===== src/rtl/alu_mc_if.sv =====
// Request/response bundle for the multi-cycle ALU: operands and opcode in,
// busy/done handshake plus registered result and status flags out.
interface alu_mc_if #(
  parameter int unsigned WIDTH = 32
);
  logic             start;
  logic [2:0]       op;
  logic [WIDTH-1:0] x;
  logic [WIDTH-1:0] y;
  logic             busy;
  logic             done;
  logic [WIDTH-1:0] z;
  logic             zero_flag;
  logic             carry_flag;
  logic             neg_flag;
  logic             ovf_flag;

  modport master (
    output start, op, x, y,
    input  busy, done, z, zero_flag, carry_flag, neg_flag, ovf_flag
  );

  modport slave (
    input  start, op, x, y,
    output busy, done, z, zero_flag, carry_flag, neg_flag, ovf_flag
  );
endinterface


===== src/rtl/alu_mc.sv =====
// Multi-cycle ALU: logic/arith ops finish in one cycle, shifts iterate one bit
// per cycle and MUL runs a WIDTH-step unsigned shift-add multiply.
module alu_mc #(
  parameter int unsigned WIDTH = 32,
  parameter int unsigned SHW   = $clog2(WIDTH)
) (
  input logic   clk,
  input logic   rst_n,
  alu_mc_if.slave bus
);
  localparam int unsigned CntW = SHW + 1;

  localparam logic [2:0] OpAnd = 3'b000;
  localparam logic [2:0] OpAdd = 3'b001;
  localparam logic [2:0] OpSub = 3'b010;
  localparam logic [2:0] OpNop = 3'b011;
  localparam logic [2:0] OpOr  = 3'b100;
  localparam logic [2:0] OpSll = 3'b101;
  localparam logic [2:0] OpSrl = 3'b110;
  localparam logic [2:0] OpMul = 3'b111;

  typedef enum logic [0:0] {StIdle, StExec} state_e;

  state_e           state_q, state_d;
  logic [2:0]       op_q, op_d;
  logic [WIDTH-1:0] acc_q, acc_d;       // shift operand, or product high half
  logic [WIDTH-1:0] mcand_q, mcand_d;
  logic [WIDTH-1:0] mplier_q, mplier_d; // becomes product low half
  logic [CntW-1:0]  cnt_q, cnt_d;
  logic [WIDTH-1:0] z_q, z_d;
  logic             zero_q, zero_d, carry_q, carry_d, neg_q, neg_d, ovf_q, ovf_d;
  logic             done_q, done_d;

  logic [WIDTH:0]   add_full, sub_full, mul_sum;
  logic [SHW-1:0]   shamt;
  logic             add_ovf, sub_ovf;
  logic             wr;
  logic [WIDTH-1:0] res;
  logic             res_c, res_v;

  assign add_full = {1'b0, bus.x} + {1'b0, bus.y};
  assign sub_full = {1'b0, bus.x} - {1'b0, bus.y};
  assign add_ovf  = (bus.x[WIDTH-1] == bus.y[WIDTH-1]) && (add_full[WIDTH-1] != bus.x[WIDTH-1]);
  assign sub_ovf  = (bus.x[WIDTH-1] != bus.y[WIDTH-1]) && (sub_full[WIDTH-1] != bus.x[WIDTH-1]);
  assign shamt    = bus.y[SHW-1:0];
  assign mul_sum  = {1'b0, acc_q} + ({1'b0, mcand_q} & {(WIDTH + 1){mplier_q[0]}});

  always_comb begin
    state_d  = state_q;
    op_d     = op_q;
    acc_d    = acc_q;
    mcand_d  = mcand_q;
    mplier_d = mplier_q;
    cnt_d    = cnt_q;
    z_d      = z_q;
    zero_d   = zero_q;
    carry_d  = carry_q;
    neg_d    = neg_q;
    ovf_d    = ovf_q;
    done_d   = 1'b0;
    wr       = 1'b0;
    res      = '0;
    res_c    = 1'b0;
    res_v    = 1'b0;

    unique case (state_q)
      StIdle: begin
        if (bus.start) begin
          unique case (bus.op)
            OpAnd: begin wr = 1'b1; res = bus.x & bus.y; end
            OpOr:  begin wr = 1'b1; res = bus.x | bus.y; end
            OpNop: wr = 1'b1;
            OpAdd: begin
              wr    = 1'b1;
              res   = add_full[WIDTH-1:0];
              res_c = add_full[WIDTH];
              res_v = add_ovf;
            end
            OpSub: begin
              wr    = 1'b1;
              res   = sub_full[WIDTH-1:0];
              res_c = sub_full[WIDTH];
              res_v = sub_ovf;
            end
            OpSll, OpSrl: begin
              if (shamt == '0) begin
                wr  = 1'b1;
                res = bus.x;
              end else begin
                op_d    = bus.op;
                acc_d   = bus.x;
                cnt_d   = {1'b0, shamt};
                state_d = StExec;
              end
            end
            OpMul: begin
              op_d     = bus.op;
              acc_d    = '0;
              mcand_d  = bus.x;
              mplier_d = bus.y;
              cnt_d    = CntW'(WIDTH);
              state_d  = StExec;
            end
          endcase
        end
      end
      StExec: begin
        cnt_d = cnt_q - CntW'(1);
        if (op_q == OpSll) begin
          acc_d = acc_q << 1;
          res_c = acc_q[WIDTH-1];
          res   = acc_d;
        end else if (op_q == OpSrl) begin
          acc_d = acc_q >> 1;
          res_c = acc_q[0];
          res   = acc_d;
        end else begin
          acc_d    = mul_sum[WIDTH:1];
          mplier_d = {mul_sum[0], mplier_q[WIDTH-1:1]};
          res      = mplier_d;
          res_c    = |acc_d;
        end
        if (cnt_q == CntW'(1)) begin
          wr      = 1'b1;
          state_d = StIdle;
        end
      end
      default: state_d = StIdle;
    endcase

    // Result and flags only move on completion, so iteration values stay hidden.
    if (wr) begin
      z_d     = res;
      zero_d  = (res == '0);
      neg_d   = res[WIDTH-1];
      carry_d = res_c;
      ovf_d   = res_v;
      done_d  = 1'b1;
    end
  end

  always_ff @(posedge clk) begin
    if (!rst_n) begin
      state_q  <= StIdle;
      op_q     <= OpAnd;
      acc_q    <= '0;
      mcand_q  <= '0;
      mplier_q <= '0;
      cnt_q    <= '0;
      z_q      <= '0;
      zero_q   <= 1'b0;
      carry_q  <= 1'b0;
      neg_q    <= 1'b0;
      ovf_q    <= 1'b0;
      done_q   <= 1'b0;
    end else begin
      state_q  <= state_d;
      op_q     <= op_d;
      acc_q    <= acc_d;
      mcand_q  <= mcand_d;
      mplier_q <= mplier_d;
      cnt_q    <= cnt_d;
      z_q      <= z_d;
      zero_q   <= zero_d;
      carry_q  <= carry_d;
      neg_q    <= neg_d;
      ovf_q    <= ovf_d;
      done_q   <= done_d;
    end
  end

  assign bus.busy       = (state_q == StExec);
  assign bus.done       = done_q;
  assign bus.z          = z_q;
  assign bus.zero_flag  = zero_q;
  assign bus.carry_flag = carry_q;
  assign bus.neg_flag   = neg_q;
  assign bus.ovf_flag   = ovf_q;
endmodule


===== src/flat_wrapper.sv =====
// flat-port wrapper written by rule: the top's interface ports become plain ports
module alu_mc_flat 
#(
  parameter int unsigned WIDTH = 32,
  parameter int unsigned SHW   = $clog2(WIDTH)
)
  (clk, rst_n, bus_start, bus_op, bus_x, bus_y, bus_busy, bus_done, bus_z, bus_zero_flag, bus_carry_flag, bus_neg_flag, bus_ovf_flag);
  alu_mc_if #(.WIDTH(WIDTH)) bus_i ();
  input logic clk;
  input logic rst_n;
  input wire logic [$bits(bus_i.start)-1:0] bus_start;
  input wire logic [$bits(bus_i.op)-1:0] bus_op;
  input wire logic [$bits(bus_i.x)-1:0] bus_x;
  input wire logic [$bits(bus_i.y)-1:0] bus_y;
  output wire logic [$bits(bus_i.busy)-1:0] bus_busy;
  output wire logic [$bits(bus_i.done)-1:0] bus_done;
  output wire logic [$bits(bus_i.z)-1:0] bus_z;
  output wire logic [$bits(bus_i.zero_flag)-1:0] bus_zero_flag;
  output wire logic [$bits(bus_i.carry_flag)-1:0] bus_carry_flag;
  output wire logic [$bits(bus_i.neg_flag)-1:0] bus_neg_flag;
  output wire logic [$bits(bus_i.ovf_flag)-1:0] bus_ovf_flag;
  assign bus_i.start = bus_start;
  assign bus_i.op = bus_op;
  assign bus_i.x = bus_x;
  assign bus_i.y = bus_y;
  assign bus_busy = bus_i.busy;
  assign bus_done = bus_i.done;
  assign bus_z = bus_i.z;
  assign bus_zero_flag = bus_i.zero_flag;
  assign bus_carry_flag = bus_i.carry_flag;
  assign bus_neg_flag = bus_i.neg_flag;
  assign bus_ovf_flag = bus_i.ovf_flag;
  alu_mc #(.WIDTH(WIDTH), .SHW(SHW)) u_core (.clk(clk), .rst_n(rst_n), .bus(bus_i));
endmodule

===== config.mk =====
export PLATFORM = sky130hd
export DESIGN_NAME = alu_mc_flat
export DESIGN_NICKNAME = d
export VERILOG_FILES = /design/src/rtl/alu_mc_if.sv /design/src/rtl/alu_mc.sv /design/src/flat_wrapper.sv
export SDC_FILE = /design/constraint.sdc
export NUM_CORES = 1
export LEC_CHECK = 0
export ABC_AREA = 1
export BUFFER_PORTS_ARGS = -buffer_cell sky130_fd_sc_hd__buf_4
export CELL_PAD_IN_SITES_DETAIL_PLACEMENT = 1
export CELL_PAD_IN_SITES_GLOBAL_PLACEMENT = 2
export CORE_UTILIZATION = 36
export CTS_BUF_LIST = sky130_fd_sc_hd__clkbuf_8
export DETAILED_ROUTE_END_ITERATION = 12
export GPL_TIMING_DRIVEN = 0
export HOLD_SLACK_MARGIN = 0.12
export PLACE_DENSITY = 0.95
export SLEW_MARGIN = 20
export SYNTH_ARGS = -nofsm -noshare
export SYNTH_HDL_FRONTEND = slang
export SYNTH_SLANG_ARGS = --single-unit

===== constraint.sdc =====
create_clock -name clk -period 5.35 [get_ports clk]
set_input_delay 0.8025 -clock clk [delete_from_list [all_inputs] [get_ports clk]]
set_output_delay 0.8025 -clock clk [all_outputs]
set_load 0.1 [all_outputs]

Word level (Yosys, flattened, before mapping)
Cells that the tools add are included.
W data, S select, Z words.
Word-level totals
  register bits after elaboration: 143
  input bits: 70
  output and inout port bits: 38
Cells by class
  $add $sub $neg: 4
  eq/ne operators: 21
  mux-type cells: 42
  bitwise gates (word level): 4
  reduce and logical (&&, ||, !) cells: 13
Operators by type and width (count)
  $mux W32: 12
  $pmux W32 S2: 4
  $pmux W32 S5: 1
  $add A32 B32 Y33: 1
  $add A32 B33 Y33: 1
  $and A32 B33 Y33: 1
  $sub A32 B32 Y33: 1
  $and A32 B32 Y32: 1
  $logic_not A32 Y1: 1
  $or A32 B32 Y32: 1
  $reduce_or A32 Y1: 1
  $pmux W6 S2: 2
  $eq A3 B3 Y1 const B: 6
  $pmux W1 S2: 7
  $mux W1: 12
  $mux W6: 2
  $ne A2 B2 Y1 const B: 5
  $reduce_and A4 Y1: 2
  $eq A3 B2 Y1 const B: 2
  $eq A6 B1 Y1 const B: 1
  $ne A3 B3 Y1 const B: 2
  $pmux W3 S2: 1
  $reduce_and A3 Y1: 2
  $sub A6 B1 Y6 const B: 1
  other kinds (11): 14

Longest topological paths before layout
Gate-level depths: netlist (run 1).
  depth after elaboration: 6
  depth in mapped cells: 24

Worst setup path before layout (run 1)
Ideal clock, no wire load.
  path kind: input -> register
  from: input bus_y[0]
  to: register u_core.zero_q (netlist: u_core.bus.zero_flag)
  setup time: 0.070 ns
  data arrival time: 2.717 ns
  setup slack: 2.563 ns
  stages: 20
  cells stage by stage: ha_1 > inv_1 > fa_1 > inv_1 > nand3_1 > nand2_1 > nand2_1 > nand2_1 > nand2_1 > nand2_2 > nand2_1 > nand2_1 > nand2_1 > nand3_1 > nand3_1 > a21oi_1 > nand3_1 > nor2_1 > nand3_1 > a21oi_1
On the way
  word-level cells in the longest chain between the ends: 6
  elaborated cells between the ends (all ways): 14
  those cells by class: add/sub (2); mux (8); bitwise (2); reduce/logical (2)
Ends and longest elaborated chain
  from (decl): RTL line flat_wrapper.sv:14  | input wire logic [$bits(bus_i.y)-1:0] bus_y;
  parallel branches: the longest is 6 deep, another holds $sub A32 B32 Y33
  to (signal assigned): RTL line alu_mc.sv:164  | zero_q <= zero_d;
  to (decl): RTL line alu_mc.sv:31  | logic zero_q, zero_d, carry_q, carry_d, neg_q, neg_d, ovf_q, ovf_d;
Parallel ways; which one is timed is not known.
A chain may end at the register's enable or synchronous reset.

Final worst setup path (run 1)
  from: register u_core.mplier_q[0]
  to: register u_core.carry_q (netlist: u_core.bus.carry_flag)
On the way
  word-level cells in the longest chain between the ends: 6
Ends and longest elaborated chain
  from (decl): RTL line alu_mc.sv:28  | logic [WIDTH-1:0] mplier_q, mplier_d;
  from (signal assigned): RTL line alu_mc.sv:161  | mplier_q <= mplier_d;
  $and A32 B33 Y33: RTL line alu_mc.sv:46  | assign mul_sum = {1'b0, acc_q} + ({1'b0, mcand_q} & {(WIDTH + 1){mplier_q[0]}});
  $add A32 B33 Y33: RTL line alu_mc.sv:46
  $reduce_or A32 Y1: RTL line alu_mc.sv:121  | res_c = |acc_d;
  $mux W1: RTL line alu_mc.sv:113  | end else if (op_q == OpSrl) begin
  $mux W1: RTL line alu_mc.sv:109  | if (op_q == OpSll) begin
  $pmux W1 S2: RTL line alu_mc.sv:66  | unique case (state_q)
  to (signal assigned): RTL line alu_mc.sv:165  | carry_q <= carry_d;
  to (decl): RTL line alu_mc.sv:31
Every way passes these cells.

==> metrics, run 1 <==
worst slew pin tran=0.814 ns; CTS Buf Count=17; Synth top area share=18.3%; die height=around 210 microns; CTS max path bufs=2; # port buffers=106; commonest non-fill, non-tap cells in the layout=nand2_1, inv_1, a21oi_1, nand3_1, o21ai_0; Power Total=3.81 mW; Leakage=approximately 9.1 nW; worst path arrival time=roughly 4.5 ns; power share of the clock group=28.2%; Max Clock Skew=approximately 0.021 ns; All-Layer GR Usage=~33%; Slew Limit Fails=0; core area=approximately 0.042 sq mm; outcome=finished clean; Layout area overhead=12.5%; final setup fails=0; Synth area leaders=dfxtp_1, nand2_1, ha_1; Post-Syn Nets=between 2000 and 3000; final hold violations=0; Root Driver=clkbuf_8; sequential power share=31.9%; max frequency=between 0.2 and 0.25 GHz; I/O pin count=108; Register-to-Register Path Depth=23; r2r setup slk=1.23 ns; drt pass-1 iters=5; critical path peak fanout=6; Clock Latency Late Sink=about 0.5 ns; RSZ-0062 raised after global routing=false; met3 usage=under 10%; Die Width=around 210 microns; share of cells above drive strength 1=9.49%; WHS Path Cells=2; Sum Neg Setup Slack=0 ns; yosys warns=0; area leader, netlist=dfxtp_1; post-synthesis cell type count=56; Vias per Instance=5.62; VDD IR-drop max=171 uV; vias in the first global route=roughly 19000; post-cts hold buffer count=0; Post-CTS Resized=0; TritonCTS clock tree=built; global-route wire length before repair=roughly 110 mm; die area=~0.044 sq mm; initial antenna violation count=0; Post-synth EDFFs=0; register area share after synthesis=18.3%; fin crit period=4.12 ns; worst hold endpoint=u_core.mplier_q[2]$_SDFFE_PN0P_; synthesized flop and latch total=approximately 140; DPL Wire Length=~63 mm; Hold Crit Start=u_core.mplier_q[2]$_SDFFE_PN0P_; critical path launch point type=flip-flop; share of flip-flops with an asynchronous set or reset=0%; busiest grt layer=met2; final WL=74.1 mm; switch share=a little over two fifths; drt wl/cell=around 22 microns; Top FF cell, synth=dfxtp_1; M1 GR Usage=~44%; CTS Sinks=142; type of the worst setup path=reg2reg; M2 GR Usage=55.4%; H-tree levels=4; row cnt=75; n_diodes=0; largest net degree at the start of global routing=17; via count=about 19000; RR Endpoint=u_core.bus.carry_flag$_SDFFE_PN0P_; worst hold path class=reg2reg; Rel. slew slack=between 40% and 50%; Syn Inst Count=between 2000 and 3000; drt initial violations=around 1500; Final GP Congestion=0.984; most common cell after layout, fill and taps aside=nand2_1; Sw Pwr=1.65 mW; DRC violations left=0; synthesized area per cell=around 5.8 sq um; Initial Util=between 30% and 40%; Pwr Density=about 220 mW/mm^2; Final period util=approximately three quarters; critical path data required time=approximately 5.7 ns; Worst Setup End Kind=flip-flop; final net count=3000; Comb power frac=between 30% and 40%; Max-Cap Viols=0; Post CTS Setup Buffer Count=0; Reg clk slew, reported paths=~0.10 ns; grt total ovfl=0; synthesized area=about 0.015 sq mm; Internal Power=approximately 2.2 mW; Routed Antenna Nets=0; Critical R2R Launch=u_core.mplier_q[0]$_SDFFE_PN0P_
[synth_stat cells, types with 8 or more instances]
library cell / instances
nand2_1: 734
inv_1: 440
a21oi_1: 199
nand3_1: 198
o21ai_0: 171
nor2_1: 168
dfxtp_1: 142
ha_1: 138
clkbuf_1: 59
a31oi_1: 53
buf_2: 34
o21bai_1: 26
nor3_1: 23
inv_2: 22
nor2_2: 22
o22ai_1: 20
nand4_1: 18
o32ai_1: 15
o211ai_1: 13
xor2_1: 13
nand2_2: 12
a211oi_1: 11
o221ai_1: 11
buf_4: 10
or2_2: 10
a221oi_1: 8
o21ai_1: 8
[per-layer routing]
metal	routed length [microns]	share of wire, %
met1	33100	45
met2	33700	45
met3	4790	6.5
met4	2570	3.5
met5	0	0
[cell type report]
| cell class | instances | area (sq um) |
|---|---|---|
| clock inverter | 14 | 224 |
| multi-input combinational | 1941 | 10400 |
| timing repair buffer | 106 | 796 |
| tap | 539 | 674 |
| sequential | 142 | 2840 |
| buffer | 114 | 538 |
| clock buffer | 18 | 248 |
| inverter | 467 | 1750 |
| fill | 5926 | 24800 |
[critical path, cell delays in order (launching register included)]
cell and delay, ns:
dfxtp_1 0.32, clkbuf_1 0.46, nand2_1 0.11, inv_1 0.08
ha_1 0.20, inv_1 0.07, fa_1 0.43, nand3b_1 0.17
nand2_1 0.14, a21oi_1 0.15, o21ai_0 0.43, nand2_1 0.13
nand2_1 0.23, nand4_1 0.18, nand2_1 0.10, nand2_1 0.07
nand2_1 0.07, nand2_1 0.06, nor2_1 0.19, nand3_1 0.16
nand2_1 0.09, nand2_1 0.06, nand2_1 0.06, nand2_1 0.04
[stage by stage]
stage	std cells	area [sq um]	hold WS (ns)	util (%)	setup slack [ns]
final	3341	17400	0.484	41.3	1.23
after global routing	3341	17400	0.506	41.3	1.01
after global placement	3309	17000	0.456	40.2	1.52
after detailed placement	3309	17000	0.458	40.2	1.42
after CTS	3341	17400	0.481	41.3	1.36
after floorplan	2664	15500	0.439	-	2.56
[logic make-up after synthesis]
group / Yosys count / synth area share (%)
adders and majority gates: 141 / 11.5
and+or+nand+nor: 1208 / 32.7
DFF: 142 / 18.3
AOI/OAI and AO/OA: 572 / 21.5
xor gates and xnor gates: 20 / 1.13
buffers and inverters: 581 / 14.8
[worst max-delay path by stage]
stage / start / end / slack, ns / cells past startpoint
6_report: u_core.mplier_q[0]$_SDFFE_PN0P_ / u_core.bus.carry_flag$_SDFFE_PN0P_ / 1.23 / 23
5_1_grt: u_core.mplier_q[0]$_SDFFE_PN0P_ / u_core.bus.carry_flag$_SDFFE_PN0P_ / 1.01 / 23
4_1_cts: u_core.mplier_q[0]$_SDFFE_PN0P_ / u_core.bus.carry_flag$_SDFFE_PN0P_ / 1.36 / 23
3_5_place_dp: u_core.mplier_q[0]$_SDFFE_PN0P_ / u_core.bus.carry_flag$_SDFFE_PN0P_ / 1.42 / 23
3_3_place_gp: bus_y[0] / u_core.bus.zero_flag$_SDFFE_PN0P_ / 1.52 / 21
2_1_floorplan: bus_y[0] / u_core.bus.zero_flag$_SDFFE_PN0P_ / 2.56 / 20
[power groups by stage]
stage / registers (mW) / clock network (mW) / logic, mW
floorplan: 1.36 / 0 / 0.824
global placement: 1.23 / 0 / 1.44
detailed placement: 1.24 / 0 / 1.48
CTS: 1.21 / 1.07 / 1.49
global route: 1.22 / 1.12 / 1.64
finish: 1.22 / 1.07 / 1.52
[registers in the layout (all words and copies together), names as in the netlist]
signal and cells:
u_core.acc_q 32, u_core.bus.busy 1, u_core.bus.carry_flag 1, u_core.bus.done 1, u_core.bus.ovf_flag 1, u_core.bus.z 32, u_core.bus.zero_flag 1, u_core.cnt_q 6
u_core.mcand_q 32, u_core.mplier_q 32, u_core.op_q 3
No activity file was read; power rests on OpenSTA's default activity.
==> inputs of run 2 (changes only) <==
--- a/config.mk
+++ b/config.mk
@@ -9,12 +9,12 @@
 export BUFFER_PORTS_ARGS = -buffer_cell sky130_fd_sc_hd__buf_4
 export CELL_PAD_IN_SITES_DETAIL_PLACEMENT = 1
 export CELL_PAD_IN_SITES_GLOBAL_PLACEMENT = 2
-export CORE_UTILIZATION = 36
+export CORE_UTILIZATION = 30
 export CTS_BUF_LIST = sky130_fd_sc_hd__clkbuf_8
 export DETAILED_ROUTE_END_ITERATION = 12
 export GPL_TIMING_DRIVEN = 0
 export HOLD_SLACK_MARGIN = 0.12
-export PLACE_DENSITY = 0.95
+export PLACE_DENSITY = 0.91
 export SLEW_MARGIN = 20
 export SYNTH_ARGS = -nofsm -noshare
 export SYNTH_HDL_FRONTEND = slang
==> constraint.sdc (replaced) <==
create_clock -name clk -period 3.5 [get_ports clk]
set_input_delay 0.525 -clock clk [delete_from_list [all_inputs] [get_ports clk]]
set_output_delay 0.525 -clock clk [all_outputs]
set_load 0.1 [all_outputs]
==> metrics, run 2 (synthesis gave the netlist of run 1 again) <==
Max Clock Skew=0.0164 ns (-0.00486 ns); most common cell after layout, fill and taps aside=nand2_1; Pwr Density=315 mW/mm^2 (+44%); critical path data required time=3.93 ns (-1.81 ns); drt pass-1 iters=8 (+3); crit path cell chain=buf_4 > ha_1 > inv_1 > fa_1 > inv_1 > nand3_1 > nand2_1 > nand2_1 > nand2_1 > nand2_1 > nand2_1 > nand2_1 > nand3_1 > nand3_1 > a21oi_1 > nand3_2 > nor2_1 > nand2_1 > nor2_1 > nand3_1 > a21oi_1; share of cells above drive strength 1=10.1% (+0.64 points); global-route wire length before repair=113 mm (+1.4%); Sum Neg Setup Slack=0 ns (unchanged); Sw Pwr=2.51 mW (+52%); Slew Limit Fails=0 (unchanged); core area=0.0506 sq mm (+20%); H-tree levels=4 (unchanged); type of the worst setup path=in2reg; Die Width=229 microns (+9.5%); CTS Sinks=142 (unchanged); vias in the first global route=18800 (-0.38%); CTS max path bufs=2 (unchanged); grt total ovfl=0 (unchanged); I/O pin count=108 (unchanged); drt wl/cell=21.8 microns (-1.8%); fin crit period=roughly 3.4 ns; worst slew pin tran=0.809 ns (-0.00501 ns); Fillers=6868 (+16%); worst setup path start=bus_y[0]; largest net degree at the start of global routing=17 (unchanged); DRC violations left=0 (unchanged); Max-Cap Viols=0 (unchanged); Clock Latency Late Sink=0.50 ns (about the same); Critical R2R Launch=u_core.mplier_q[0]$_SDFFE_PN0P_; final net count=3001 (+0.033%); outcome=finished clean; hold slack=0.345 ns (-0.139 ns); DPL Wire Length=64.5 mm (+2.6%); Vias per Instance=5.39 (-4.1%); biggest cell delay along the critical path=0.39 ns (-0.07 ns); Rel. slew slack=46.1% (+0.33 points); most frequent cell on the critical path=nand2_1; sequential power share=33.7% (+1.8 points); storage element area=0.00285 sq mm (+0.13%); power share of the clock group=24.4% (-3.8 points); VDD IR-drop max=258 uV (+51%); Reg clk slew, reported paths=0.09 ns (about the same); Leakage=9.14 nW (+0.19%); final hold violations=0 (unchanged); final WL=75.7 mm (+2.1%); Layout area overhead=13.5%; Root Driver=clkbuf_8; via count=18700 (-0.27%); worst path arrival time=3.78 ns (-0.72 ns); post-cts hold buffer count=0 (unchanged); CTS Buf Count=17 (unchanged); switch share=45.2% (+1.9 points); drt initial violations=1500 (-1.8%); Hold Crit Start=bus_y[29]; multi-input logic area=0.0104 sq mm (+0.54%); row cnt=82 (+9.3%); worst hold path class=in2reg; critical path launch point type=primary input; Worst path slowest cell=fa_1; Comb power frac=41.9% (+2.0 points); RSZ-0062 raised after global routing=false; # port buffers=106 (unchanged); Placement Cell Area=0.0171 sq mm (+0.98%); initial antenna violation count=2 (+2); max frequency=between 0.2 and 0.3 GHz; die area=0.0526 sq mm (+20%); Internal Power=3.04 mW (+41%); All-Layer GR Usage=28.2% (-5.2 points); Final period util=around 96%; Initial Util=30.6% (-6.1 points); final setup fails=0 (unchanged); Final GP Congestion=0.961 (-2.3%); commonest non-fill, non-tap cells in the layout=nand2_1, inv_1, nand3_1, a21oi_1, o21ai_0; TritonCTS clock tree=built; Worst Setup End Kind=flip-flop; n_diodes=0 (unchanged); final instance area=0.0176 sq mm (+0.89%); die height=229 microns (+9.5%); critical path peak fanout=6 (unchanged); Routed Antenna Nets=0 (unchanged)
-- run 2: cell types whose count changed in the layout (fill, tap and decap cells not counted), sizes merged --
cell      change
clkinv        +3
bufinv        -5
clkinvlp      -3
clkbuf        +4
buf           +2
-- run 2: path summary, 6_finish.rpt --
kind                                                            to  slack (ns)  depth (start not counted)
worst min register to register     u_core.mplier_q[3]$_SDFFE_PN0P_        0.49                          2
worst min-delay path              u_core.mplier_q[29]$_SDFFE_PN0P_        0.35                          3
worst max register to register  u_core.bus.carry_flag$_SDFFE_PN0P_        0.25                         22
worst max-delay path             u_core.bus.zero_flag$_SDFFE_PN0P_        0.15                         21
-- run 2: routing by layer --
| layer | global-route usage [%] | vias to the layer above | part of all wire (%) |
|---|---|---|---|
| met1 | 39.0 | 9121 | 47 |
| met3 | 3.04 | 106 | 5.7 |
| met2 | 45.6 | 668 | 45 |
| met5 | 0 | - | 0 |
| li1 | - | 8844 | - |
| met4 | 8.92 | 0 | 3.0 |
-- run 2: layout make-up --
type,count,area share [%]
plain buffers,113,3.07
clock inverters,9,0.377
flip-flops and latches,142,16.2
well taps,672,4.78
clock buffers,23,1.80
inverters,467,9.97
multi-input cells,1941,59.2
repair buffers,108,4.61
-- run 2: stage by stage --
stage	std cells	power [mW]	utilization (%)	setup slack [ns]
final	3475	5.55	34.8	0.147
after global routing	3475	5.83	34.8	0.00864
after CTS	3473	5.50	34.6	0.0368
after detailed placement	3442	4.17	33.9	-0.381
after global placement	3442	4.11	33.9	-0.245
after floorplan	2664	3.34	-	0.789
-- run 2: repair_timing --
item | in CTS | in global routing
buffers inserted | 0 | 2
pin swaps | 0 | 2
resized for setup | 3 | 21
endpoints found under the setup margin | 1 | 2
-- run 2: worst max-delay path, delay by kind of cell --
kind                       cells  cell delay (ns)
AOI/OAI and AO/OA              2             0.43
adders and majority gates      2             0.64
buffers and inverters          3             0.39
and+or+nand+nor               14             1.81
-- run 2: power by group through the flow --
stage	Combinational (mW)	Clock, mW	Sequential [mW]
6_report	2.33	1.35	1.87
5_1_grt	2.51	1.44	1.88
4_1_cts	2.28	1.36	1.86
3_5_place_dp	2.27	0	1.89
3_3_place_gp	2.22	0	1.89
2_1_floorplan	1.26	0	2.08
